**config.mk**
```make
export PLATFORM = sky130hd
export DESIGN_NAME = seg7_mux_driver
export DESIGN_NICKNAME = d
export VERILOG_FILES = /design/src/rtl/seg7_pkg.sv /design/src/rtl/seg7_hex_decode.sv /design/src/rtl/seg7_mux_driver.sv
export SDC_FILE = /design/constraint.sdc
export NUM_CORES = 1
export LEC_CHECK = 0
export ABC_AREA = 1
export BUFFER_PORTS_ARGS = -buffer_cell sky130_fd_sc_hd__buf_2
export CORE_UTILIZATION = 35
export DETAILED_ROUTE_END_ITERATION = 10
export GPL_TIMING_DRIVEN = 0
export PLACE_DENSITY = 0.6
export SYNTH_ARGS = -nofsm -noshare
export SYNTH_HDL_FRONTEND = slang
export SYNTH_HIERARCHICAL = 1
export SYNTH_SLANG_ARGS = --single-unit
```
**constraint.sdc**
```tcl
create_clock -name clk -period 3.55 [get_ports clk]
set_clock_uncertainty 0.2 [all_clocks]
set_input_delay 0.5325 -clock clk [delete_from_list [all_inputs] [get_ports clk]]
set_output_delay 0.5325 -clock clk [all_outputs]
set_load 0.05 [all_outputs]
```
**src/rtl/seg7_pkg.sv**
```systemverilog
// -----------------------------------------------------------------------------
// seg7_pkg
// Shared constants for the 7-segment display driver:
//   - active-high segment patterns for the hex digits 0..F
//   - SEG_BLANK (all segments off)
//   - bit positions of segments a..g and the decimal point in the 8-bit word
//   - seg7_pack(): places seven a..g segments plus dp into that 8-bit word
// -----------------------------------------------------------------------------
package seg7_pkg;

    // Active-high patterns, bit0 = a ... bit6 = g
    localparam logic [6:0] SEG_HEX_0 = 7'h3F;
    localparam logic [6:0] SEG_HEX_1 = 7'h06;
    localparam logic [6:0] SEG_HEX_2 = 7'h5B;
    localparam logic [6:0] SEG_HEX_3 = 7'h4F;
    localparam logic [6:0] SEG_HEX_4 = 7'h66;
    localparam logic [6:0] SEG_HEX_5 = 7'h6D;
    localparam logic [6:0] SEG_HEX_6 = 7'h7D;
    localparam logic [6:0] SEG_HEX_7 = 7'h07;
    localparam logic [6:0] SEG_HEX_8 = 7'h7F;
    localparam logic [6:0] SEG_HEX_9 = 7'h6F;
    localparam logic [6:0] SEG_HEX_A = 7'h77;
    localparam logic [6:0] SEG_HEX_B = 7'h7C;
    localparam logic [6:0] SEG_HEX_C = 7'h39;
    localparam logic [6:0] SEG_HEX_D = 7'h5E;
    localparam logic [6:0] SEG_HEX_E = 7'h79;
    localparam logic [6:0] SEG_HEX_F = 7'h71;

    localparam logic [6:0] SEG_BLANK = 7'h00;

    // Bit positions inside the 8-bit segment word
    localparam int unsigned SEG_A  = 0;
    localparam int unsigned SEG_B  = 1;
    localparam int unsigned SEG_C  = 2;
    localparam int unsigned SEG_D  = 3;
    localparam int unsigned SEG_E  = 4;
    localparam int unsigned SEG_F  = 5;
    localparam int unsigned SEG_G  = 6;
    localparam int unsigned SEG_DP = 7;

    // Assemble the active-high 8-bit segment word from a..g and dp
    function automatic logic [7:0] seg7_pack(input logic [6:0] segs, input logic dp_on);
        logic [7:0] word;
        word         = 8'h00;
        word[SEG_A]  = segs[0];
        word[SEG_B]  = segs[1];
        word[SEG_C]  = segs[2];
        word[SEG_D]  = segs[3];
        word[SEG_E]  = segs[4];
        word[SEG_F]  = segs[5];
        word[SEG_G]  = segs[6];
        word[SEG_DP] = dp_on;
        return word;
    endfunction

endpackage

```
**src/rtl/seg7_hex_decode.sv**
```systemverilog
// -----------------------------------------------------------------------------
// seg7_hex_decode
// Combinational hex-to-7-segment decoder (active-high outputs).
// Ports:
//   nibble_i [3:0]  hex digit to decode
//   seg_o    [6:0]  segments a..g (bit0 = a), 1 = lit
// -----------------------------------------------------------------------------
module seg7_hex_decode
    import seg7_pkg::*;
(
    input  logic [3:0] nibble_i,
    output logic [6:0] seg_o
);

    // Look-up of the segment pattern for each hex value
    always_comb begin
        case (nibble_i)
            4'h0:    seg_o = SEG_HEX_0;
            4'h1:    seg_o = SEG_HEX_1;
            4'h2:    seg_o = SEG_HEX_2;
            4'h3:    seg_o = SEG_HEX_3;
            4'h4:    seg_o = SEG_HEX_4;
            4'h5:    seg_o = SEG_HEX_5;
            4'h6:    seg_o = SEG_HEX_6;
            4'h7:    seg_o = SEG_HEX_7;
            4'h8:    seg_o = SEG_HEX_8;
            4'h9:    seg_o = SEG_HEX_9;
            4'hA:    seg_o = SEG_HEX_A;
            4'hB:    seg_o = SEG_HEX_B;
            4'hC:    seg_o = SEG_HEX_C;
            4'hD:    seg_o = SEG_HEX_D;
            4'hE:    seg_o = SEG_HEX_E;
            4'hF:    seg_o = SEG_HEX_F;
            default: seg_o = SEG_BLANK;
        endcase
    end

endmodule

```
**src/rtl/seg7_mux_driver.sv**
```systemverilog
// -----------------------------------------------------------------------------
// seg7_mux_driver
// Time-multiplexed driver for a NUM_DIGITS common-anode style 7-segment display.
// Each digit is driven for REFRESH_DIV clk cycles; new data loaded through
// load/value/dp is held pending and only copied to the display register at the
// end of a complete frame, so a frame never mixes old and new data.
//
// Parameters:
//   NUM_DIGITS  (1..8)   number of multiplexed digits
//   REFRESH_DIV (>=2)    clk cycles per digit slot
// Ports:
//   clk                        system clock (rising edge)
//   rst_n                      asynchronous active-low reset
//   enable                     scan enable; low blanks the display
//   load                       one-cycle strobe capturing value/dp
//   value [4*NUM_DIGITS-1:0]   nibble k -> digit k (digit 0 rightmost)
//   dp    [NUM_DIGITS-1:0]     decimal point per digit, 1 = lit
//   seg_n [7:0]                active-low segments, bit0..6 = a..g, bit7 = dp
//   dig_n [NUM_DIGITS-1:0]     active-low digit selects, at most one low
//   upd_ack                    one-cycle pulse when captured data is transferred
//
// Build option:
//   SEG7_LEADING_ZERO_BLANK_EN  when defined, segments a..g are switched off
//   on digits above the most significant non-zero nibble (digit 0 is never
//   blanked; decimal points still show).
// -----------------------------------------------------------------------------
module seg7_mux_driver
    import seg7_pkg::*;
#(
    parameter int NUM_DIGITS  = 4,
    parameter int REFRESH_DIV = 50000
) (
    input  logic                    clk,
    input  logic                    rst_n,
    input  logic                    enable,
    input  logic                    load,
    input  logic [4*NUM_DIGITS-1:0] value,
    input  logic [NUM_DIGITS-1:0]   dp,
    output logic [7:0]              seg_n,
    output logic [NUM_DIGITS-1:0]   dig_n,
    output logic                    upd_ack
);

    localparam int CNT_W = (REFRESH_DIV > 1) ? $clog2(REFRESH_DIV) : 1;
    localparam int IDX_W = (NUM_DIGITS > 1) ? $clog2(NUM_DIGITS) : 1;

    localparam logic [CNT_W-1:0]      CNT_LAST = CNT_W'(REFRESH_DIV - 1);
    localparam logic [CNT_W-1:0]      CNT_ONE  = CNT_W'(1);
    localparam logic [IDX_W-1:0]      IDX_LAST = IDX_W'(NUM_DIGITS - 1);
    localparam logic [IDX_W-1:0]      IDX_ONE  = IDX_W'(1);
    localparam logic [NUM_DIGITS-1:0] DIG_ONE  = NUM_DIGITS'(1);

    // Scan state
    logic [CNT_W-1:0]        cnt_q, cnt_d;
    logic [IDX_W-1:0]        idx_q, idx_d;

    // Display and pending data
    logic [4*NUM_DIGITS-1:0] disp_val_q, disp_val_d;
    logic [NUM_DIGITS-1:0]   disp_dp_q, disp_dp_d;
    logic [4*NUM_DIGITS-1:0] pend_val_q, pend_val_d;
    logic [NUM_DIGITS-1:0]   pend_dp_q, pend_dp_d;
    logic                    pend_q, pend_d;

    // Registered outputs
    logic [7:0]              seg_n_q, seg_n_d;
    logic [NUM_DIGITS-1:0]   dig_n_q, dig_n_d;
    logic                    upd_ack_q, upd_ack_d;

    // Combinational helpers
    logic                    cnt_wrap_s;
    logic                    frame_end_s;
    logic                    xfer_s;
    logic [3:0]              nib_s;
    logic                    dp_sel_s;
    logic [6:0]              dec_seg_s;
    logic [6:0]              seg_act_s;
    logic                    blank_s;

    // Refresh counter and scan index; disabled scanning parks both at zero
    always_comb begin
        cnt_wrap_s  = (cnt_q == CNT_LAST);
        frame_end_s = 1'b1;
        cnt_d       = {CNT_W{1'b0}};
        idx_d       = {IDX_W{1'b0}};
        if (enable) begin
            frame_end_s = cnt_wrap_s && (idx_q == IDX_LAST);
            if (cnt_wrap_s) begin
                cnt_d = {CNT_W{1'b0}};
                idx_d = (idx_q == IDX_LAST) ? {IDX_W{1'b0}} : (idx_q + IDX_ONE);
            end else begin
                cnt_d = cnt_q + CNT_ONE;
                idx_d = idx_q;
            end
        end else begin
            // While blanked, any pending data may move across immediately
            frame_end_s = 1'b1;
            cnt_d       = {CNT_W{1'b0}};
            idx_d       = {IDX_W{1'b0}};
        end
    end

    // Pending capture and frame-end transfer; a load in the transfer cycle
    // bypasses the pending register so the newest data is what gets shown
    always_comb begin
        xfer_s     = frame_end_s && (pend_q || load);
        pend_val_d = pend_val_q;
        pend_dp_d  = pend_dp_q;
        disp_val_d = disp_val_q;
        disp_dp_d  = disp_dp_q;
        pend_d     = pend_q;
        if (load) begin
            pend_val_d = value;
            pend_dp_d  = dp;
        end else begin
            pend_val_d = pend_val_q;
            pend_dp_d  = pend_dp_q;
        end
        if (xfer_s) begin
            disp_val_d = load ? value : pend_val_q;
            disp_dp_d  = load ? dp : pend_dp_q;
            pend_d     = 1'b0;
        end else if (load) begin
            pend_d     = 1'b1;
        end else begin
            pend_d     = pend_q;
        end
        upd_ack_d = xfer_s;
    end

    // One-hot AND-OR select of the nibble and decimal point for the scanned digit
    always_comb begin
        nib_s    = 4'h0;
        dp_sel_s = 1'b0;
        for (int k = 0; k < NUM_DIGITS; k++) begin
            nib_s    = nib_s | (disp_val_q[4*k +: 4] & {4{idx_q == IDX_W'(k)}});
            dp_sel_s = dp_sel_s | (disp_dp_q[k] & (idx_q == IDX_W'(k)));
        end
    end

    seg7_hex_decode u_hex_decode (
        .nibble_i (nib_s),
        .seg_o    (dec_seg_s)
    );

`ifdef SEG7_LEADING_ZERO_BLANK_EN
    logic [IDX_W-1:0] msd_s;

    // Find the most significant non-zero nibble; digits above it are blanked.
    // msd_s stays 0 for an all-zero value so digit 0 always shows.
    always_comb begin
        msd_s = {IDX_W{1'b0}};
        for (int k = 0; k < NUM_DIGITS; k++) begin
            msd_s = (disp_val_q[4*k +: 4] != 4'h0) ? IDX_W'(k) : msd_s;
        end
        blank_s = (idx_q > msd_s);
    end
`else
    assign blank_s = 1'b0;
`endif

    // Next output word: inverted segments and one-hot-low digit select
    always_comb begin
        seg_act_s = blank_s ? SEG_BLANK : dec_seg_s;
        if (enable) begin
            seg_n_d = ~seg7_pack(seg_act_s, dp_sel_s);
            dig_n_d = ~(DIG_ONE << idx_q);
        end else begin
            seg_n_d = 8'hFF;
            dig_n_d = {NUM_DIGITS{1'b1}};
        end
    end

    // State and output registers with asynchronous reset
    always_ff @(posedge clk or negedge rst_n) begin
        if (!rst_n) begin
            cnt_q      <= {CNT_W{1'b0}};
            idx_q      <= {IDX_W{1'b0}};
            disp_val_q <= {(4*NUM_DIGITS){1'b0}};
            disp_dp_q  <= {NUM_DIGITS{1'b0}};
            pend_val_q <= {(4*NUM_DIGITS){1'b0}};
            pend_dp_q  <= {NUM_DIGITS{1'b0}};
            pend_q     <= 1'b0;
            seg_n_q    <= 8'hFF;
            dig_n_q    <= {NUM_DIGITS{1'b1}};
            upd_ack_q  <= 1'b0;
        end else begin
            cnt_q      <= cnt_d;
            idx_q      <= idx_d;
            disp_val_q <= disp_val_d;
            disp_dp_q  <= disp_dp_d;
            pend_val_q <= pend_val_d;
            pend_dp_q  <= pend_dp_d;
            pend_q     <= pend_d;
            seg_n_q    <= seg_n_d;
            dig_n_q    <= dig_n_d;
            upd_ack_q  <= upd_ack_d;
        end
    end

    assign seg_n   = seg_n_q;
    assign dig_n   = dig_n_q;
    assign upd_ack = upd_ack_q;

endmodule

```
==> results.sh, run 1 <==
export IMPL_yosys_register_bits=72
export IMPL_synthCells=411
export IMPL_syn_area_mm2=0.00342
export IMPL_final_area_mm2=0.00398
export IMPL_ys_seq_area_share_pct=53.1
export IMPL_rsz0062_at_grt="no"
export IMPL_die_area_mm2=0.0102
export IMPL_worstReg2RegStart="idx_q[0]$_DFFE_PN0P_"
export IMPL_wl_per_cell_um=11.9
export IMPL_start_util_pct=36.5
export IMPL_max_freq_ghz=0.457
export IMPL_drc=0
export IMPL_drt_iter0_drc=107
export IMPL_place_area_mm2=0.00379
export IMPL_place_ws_ps=1370
export IMPL_fin_crit_ps=2190
export IMPL_clockBufferDepth=2
export IMPL_track_usage_pct=16.0
export IMPL_globalplace_congestion=0.777
export IMPL_postCtsResizedCells=0
export IMPL_fin_tns_setup_ps=0
export IMPL_hold_violations=0
export IMPL_slew_viol_final=0
export IMPL_p_per_area_mw_per_mm2=537
export IMPL_crit_path_start_kind="flip-flop"
export IMPL_via_count=2686
export IMPL_dieWidth_um=101
export IMPL_layout_drive_gt1_share_pct=18.5
export IMPL_rows=35
export IMPL_synth_nets=447
export IMPL_crit_type="reg -> reg"
export IMPL_finalPower_w=0.00214
export IMPL_cpMostUsedCell="nand2_1"
export IMPL_die_h_um=101
export IMPL_post_dp_hpwl_mm=5.15
export IMPL_worstPathMaxFanout=6
export IMPL_grt_start_max_net_pins=73
export IMPL_crit_end="seg_n[3]$_DFF_PN1_"
export IMPL_ios=37
export IMPL_ir_worst_vdd_mv=0.207
export IMPL_dr_pass1_iters=4
export IMPL_max_cap_viol_count=0
export IMPL_postCtsSetupRepairBufs=0
export IMPL_overflow=0
export IMPL_setup_viol=0
export IMPL_drt_total_wl_mm=7.04
export IMPL_cts_buffers=9
export IMPL_multi_input_area_mm2=0.00139
export IMPL_tightestPinTransition_ps=422
export IMPL_reg2regPathDepth=11
export IMPL_maxSlewHeadroom_pct=71.9
export IMPL_grt_pass1_vias=2632
export IMPL_critPathArrivalTime_ps=2270
export IMPL_layout_commonest_cell="nand2_1"
export IMPL_viasPerCell=4.53
export IMPL_rrSetupSlack_ps=1360
export IMPL_fin_hold_ws_ps=219
export IMPL_root_buffer="clkbuf_8"
export IMPL_hp_class="in -> reg"
export IMPL_crit_chain="inv_1 -> ha_1 -> nand2_1 -> nand4_1 -> inv_1 -> ha_1 -> nand2_1 -> o21ai_0 -> nand2_1 -> nand2_1 -> nand2_1"
export IMPL_clk_latency_ps=350
export IMPL_seq_area_mm2=0.00182
export IMPL_drtAntennaViolNets=0
export IMPL_n_fill_cell=1023
export IMPL_layout_common_cells="182 x nand2_1, 60 x dfrtp_1, 38 x buf_2"
export IMPL_cp_slowest_cell="dfrtp_1"
export IMPL_syn2layout_area_growth_pct=16.4
export IMPL_syn_area_per_cell_um2=8.32
export IMPL_worstSetupEndpointType="flip-flop"
export IMPL_clk_pin_slew_worst_paths_ps=80
export IMPL_status="complete, no violations"
export IMPL_reg2reg_to="seg_n[3]$_DFF_PN1_"
export IMPL_power_leakage_nw=2.03
export IMPL_io_buffers=35
export IMPL_cp_slowest_stage_delay_ps=400
export IMPL_coreArea_mm2=0.00937
export IMPL_fin_ws_ps=1360
export IMPL_cts_sinks=72
export IMPL_synth_cell_type_count=27
export IMPL_antenna_cells=0
export IMPL_cts_max_level=3
export IMPL_cts_tree="built"
export IMPL_yosys_warnings=6
export IMPL_critical_path_required_ps=3630
export IMPL_grt_pass1_wl_mm=12.5
export IMPL_antenna_found_initial=0
export IMPL_ctsHoldBuffers=1
export IMPL_min_period_over_period_pct=61.6
export IMPL_nets=495
export IMPL_crit_path_start="idx_q[0]$_DFFE_PN0P_"
## worst max-delay path: cells and delay by family, from the launching register on
family,cells,cell delay (ps)
AND/OR/NAND/NOR,6,590
adder cells (fa/ha/maj),2,540
buffers and inverters,2,300
AO/OA/AOI/OAI,1,100
flip-flops,1,400
## sequential cells by signal (all words and copies together) (netlist names)
register	cells
cnt_q	16
dig_n	4
disp_dp_q	4
disp_val_q	16
idx_q	2
pend_dp_q	4
pend_q	1
pend_val_q	16
seg_n	8
upd_ack	1
## area by class of cell
cell class                 instances  area share [%]
timing repair buffer              37            5.41
inverter                          29            2.74
tap                              129            4.06
clock inverter                     5           0.786
multi-input combinational        294            35.0
buffer                            16            2.58
sequential                        72            45.7
clock buffer                      11            3.81
## cell usage after synthesis
cell	instances	area share (%)
nand2_1	182	20
dfrtp_1	60	44
nor2_1	31	3.4
inv_1	27	3.0
nand4_1	25	4.6
dfstp_2	12	9.2
ha_1	12	4.4
nand3_1	11	1.6
o21ai_0	9	1.3
nor3_1	5	0.73
buf_2	4	0.59
buf_6	4	1.3
clkbuf_1	4	0.44
nand2_2	3	0.55
nor2_2	3	0.55
xor2_1	3	0.77
a21oi_1	2	0.29
a22o_1	2	0.51
buf_1	2	0.22
buf_4	2	0.44
inv_2	2	0.22
a31oi_1	1	0.18
nand2_4	1	0.33
nand3_2	1	0.29
nand3_4	1	0.51
nor3_4	1	0.48
nor3b_1	1	0.22
## worst min-delay path by stage
stage / from / end / cells past startpoint
6_report: dp[1] / pend_dp_q[1]$_DFF_PN0_ / 3
3_5_place_dp: disp_dp_q[2]$_DFFE_PN0P_ / disp_dp_q[2]$_DFFE_PN0P_ / 2
3_3_place_gp: disp_val_q[4]$_DFFE_PN0P_ / disp_val_q[4]$_DFFE_PN0P_ / 2
5_1_grt: value[2] / pend_val_q[2]$_DFF_PN0_ / 3
4_1_cts: dp[1] / pend_dp_q[1]$_DFF_PN0_ / 3
2_1_floorplan: rst_n / cnt_q[0]$_DFF_PN0_ / 0
## stage by stage
step,utilization [%],instances
after floorplan,-,411
after global placement,40.1,575
after detailed placement,40.4,576
after CTS,42.5,593
after global routing,42.5,593
final,42.5,593
## where the power goes
| part | internal [W] | switching [W] | leakage [nW] |
|---|---|---|---|
| logic | 0.000162 | 0.000378 | 1.04 |
| registers | 0.000946 | 0.0000466 | 0.895 |
| clock network | 0.000289 | 0.000313 | 0.0951 |
## logic make-up (layout without fill, tap and decap cells)
kind of cell / count (synthesis) / in the layout / synth area share (%)
adder cells (fa/ha/maj): 12 / 12 / 4.39
buffers and inverters: 45 / 98 / 6.18
AND/OR/NAND/NOR: 265 / 265 / 33.2
AO/OA/AOI/OAI: 14 / 14 / 2.31
flip-flops: 72 / 72 / 53.1
XOR/XNOR: 3 / 3 / 0.769
## routing by layer
metal	global-route usage, %	vias up	part of all wire, %
met4	5.35	0	0.65
li1	-	1392	-
met2	25.3	52	45
met5	0	-	0
met3	4.58	5	4.6
met1	21.0	1237	50
Power figures use the tool's default switching activity.
==> inputs of run 2 (changes only) <==
ABC_AREA = 0   (was 1)
clock period = 2.1 ns   (was 3.55 ns; I/O delays follow)
==> results.sh, run 2 <==
export IMPL_cts_tree="built"
export IMPL_grt_pass1_wl_mm=10.7
export IMPL_finalPower_w=0.00384
export IMPL_drtAntennaViolNets=0
export IMPL_place_area_mm2=0.00378
export IMPL_hp_class="in -> reg"
export IMPL_grt_pass1_vias=2192
export IMPL_synth_edf_count=0
export IMPL_clkPwrFrac_pct=37.6
export IMPL_yosys_top_cells_count="60 x dfrtp_1, 23 x mux2_2, 22 x nand2_1"
export IMPL_switching_share_pct=26.1
export IMPL_cts_buffers=9
export IMPL_worstPathMaxFanout=5
export IMPL_finalNonFillerCells=459
export IMPL_largest_registers="cnt_q: 16 flops, disp_val_q: 16 flops, pend_val_q: 16 flops"
export IMPL_io_buffers=36
export IMPL_synthCells=265
export IMPL_hold_violations=0
export IMPL_grt_start_max_net_pins=73
export IMPL_dieWidth_um=100
export IMPL_rrSetupSlack_ps=-90
export IMPL_syn_area_per_cell_um2=12.8
export IMPL_antenna_found_initial=0
export IMPL_die_h_um=100
export IMPL_failed_checks="negative setup slack"
export IMPL_ir_worst_vdd_mv=0.445
export IMPL_ios=37
export IMPL_viasPerCell=4.75
export IMPL_crit_path_start="idx_q[1]$_DFFE_PN0P_"
export IMPL_syn_area_mm2=0.00339
export IMPL_overflow=0
export IMPL_fin_crit_ps=2190
export IMPL_rows=35
export IMPL_clockBufferDepth=2
export IMPL_slew_viol_final=0
export IMPL_die_area_mm2=0.0101
export IMPL_p_seq_share_pct=42.5
export IMPL_clk_pin_slew_worst_paths_ps=80
export IMPL_p_per_area_mw_per_mm2=899
export IMPL_max_freq_ghz=0.457
export IMPL_synth_cell_type_count=41
export IMPL_post_dp_hpwl_mm=4.25
export IMPL_place_ws_ps=-245
export IMPL_async_flop_share_pct=100
export IMPL_p_sw_w=0.00100
export IMPL_power_frac_comb_pct=20.0
export IMPL_wl_per_cell_um=14.4
export IMPL_yosysTopAreaCellShare_pct=44.3
export IMPL_layout_commonest_cell="dfrtp_1"
export IMPL_nets=361
export IMPL_cts_max_level=3
export IMPL_worstReg2RegStart="idx_q[1]$_DFFE_PN0P_"
export IMPL_grtUsageMet2_pct=21.0
export IMPL_critPathArrivalTime_ps=2280
export IMPL_worstSetupEndpointType="flip-flop"
export IMPL_drc=0
export IMPL_yosysTopAreaCell="dfrtp_1"
export IMPL_syn2layout_area_growth_pct=26.1
export IMPL_fin_ws_ps=-90.1
export IMPL_final_area_mm2=0.00428
export IMPL_crit_path_start_kind="flip-flop"
export IMPL_p_int_w=0.00284
export IMPL_min_period_over_period_pct=104
export IMPL_yosys_warnings=6
export IMPL_max_cap_viol_count=0
export IMPL_status="finished, violations left"
export IMPL_grt_util_met1_pct=19.6
export IMPL_yosys_register_bits=72
export IMPL_ys_seq_area_share_pct=53.6
export IMPL_crit_type="reg -> reg"
export IMPL_drt_total_wl_mm=6.62
export IMPL_maxSlewHeadroom_pct=40.9
export IMPL_globalplace_congestion=0.789
export IMPL_layout_common_cells="58 x dfrtp_1, 39 x buf_2, 22 x mux2_2"
export IMPL_critical_path_required_ps=2190
export IMPL_setup_viol=2
export IMPL_grt_busiest_layer="met2"
export IMPL_synth_area_leaders="dfrtp_1 44%, dfstp_2 9.3%, mux2_4 8.9%"
export IMPL_synth_most_common_cell="dfrtp_1"
export IMPL_synth_flop_cell="dfrtp_1"
export IMPL_coreArea_mm2=0.00933
export IMPL_drt_iter0_drc=95
export IMPL_hold_start="value[7]"
export IMPL_synth_nets=301
export IMPL_grt_met3_usage_pct=2.79
export IMPL_n_fill_cell=851
export IMPL_cts_sinks=72
export IMPL_clk_latency_ps=350
export IMPL_antenna_cells=0
export IMPL_tightestPinTransition_ps=887
export IMPL_root_buffer="clkbuf_8"
export IMPL_via_count=2178
export IMPL_dp_cells=430
export IMPL_rsz0062_at_grt="yes"
export IMPL_dr_pass1_iters=4
export IMPL_layout_drive_gt1_share_pct=49.4
export IMPL_start_util_pct=36.4
export IMPL_power_leakage_nw=1.87
export IMPL_track_usage_pct=14.0
## run 2: final cells by class
cell class                 count  area (um2)  share of cell area, %
timing repair buffer          50         298                   6.96
buffer                        10        68.8                   1.61
sequential                    72        1820                   42.5
clock buffer                   9         124                   2.90
clock inverter                 7         143                   3.33
tap                          129         161                   3.77
inverter                      11        48.8                   1.14
multi-input combinational    171        1620                   37.8
## run 2: metrics by stage
stage / TNS (ps) / utilization [%] / hold WS, ps
2_1_floorplan: 0 / - / -181
3_3_place_gp: -864 / 40.6 / 279
3_5_place_dp: -932 / 40.6 / 286
4_1_cts: -97.3 / 44.6 / 8.82
5_1_grt: -2340 / 45.9 / 1.03
6_report: -99.9 / 45.9 / 19.9
## run 2: cells by family after synthesis
| logic type | share of synthesized area (%) |
|---|---|
| compound gates | 4.98 |
| xor+xnor | 3.36 |
| fa+ha+maj | 4.43 |
| buf+inv | 3.28 |
| flops | 53.6 |
| mux | 18.1 |
| simple gates | 12.2 |
## run 2: metal layers
metal  vias to the layer above  routed length, um
li1                       1044                  -
met4                         0                 63
met3                         4                192
met5                         -                  0
met1                      1090               3250
met2                        40               3120
## run 2: power by group through the flow
stage	Sequential (W)	Clock [W]	Combinational, W
after floorplan	0.00176	0	0.000417
after global placement	0.00165	0	0.000676
after detailed placement	0.00165	0	0.000685
after CTS	0.00163	0.00148	0.000725
after global routing	0.00165	0.00153	0.000836
final	0.00163	0.00144	0.000767
## run 2: critical path, cell delays in order, from the launching register on
cell and delay (ps):
dfrtp_2 440, buf_6 130, ha_4 180, a22oi_2 190, nand2_2 140, inv_4 120
ha_4 200, mux4_2 450, nand2_1 80
## run 2: worst paths after layout
path,to,cells past startpoint
max in group asynchronous,idx_q[0]$_DFFE_PN0P_,2
max reg2reg,seg_n[3]$_DFF_PN1_,8
max,seg_n[3]$_DFF_PN1_,8
min,pend_val_q[7]$_DFF_PN0_,2
min in group asynchronous,pend_val_q[0]$_DFF_PN0_,2
min reg2reg,pend_val_q[10]$_DFF_PN0_,1
## run 2: repair_timing
item	in CTS	in global routing
hold endpoints to repair	60	0
setup endpoints to repair	7	26
hold buffers	1	0
setup buffers	7	6
pin swaps	4	3
gates resized for setup	14	16
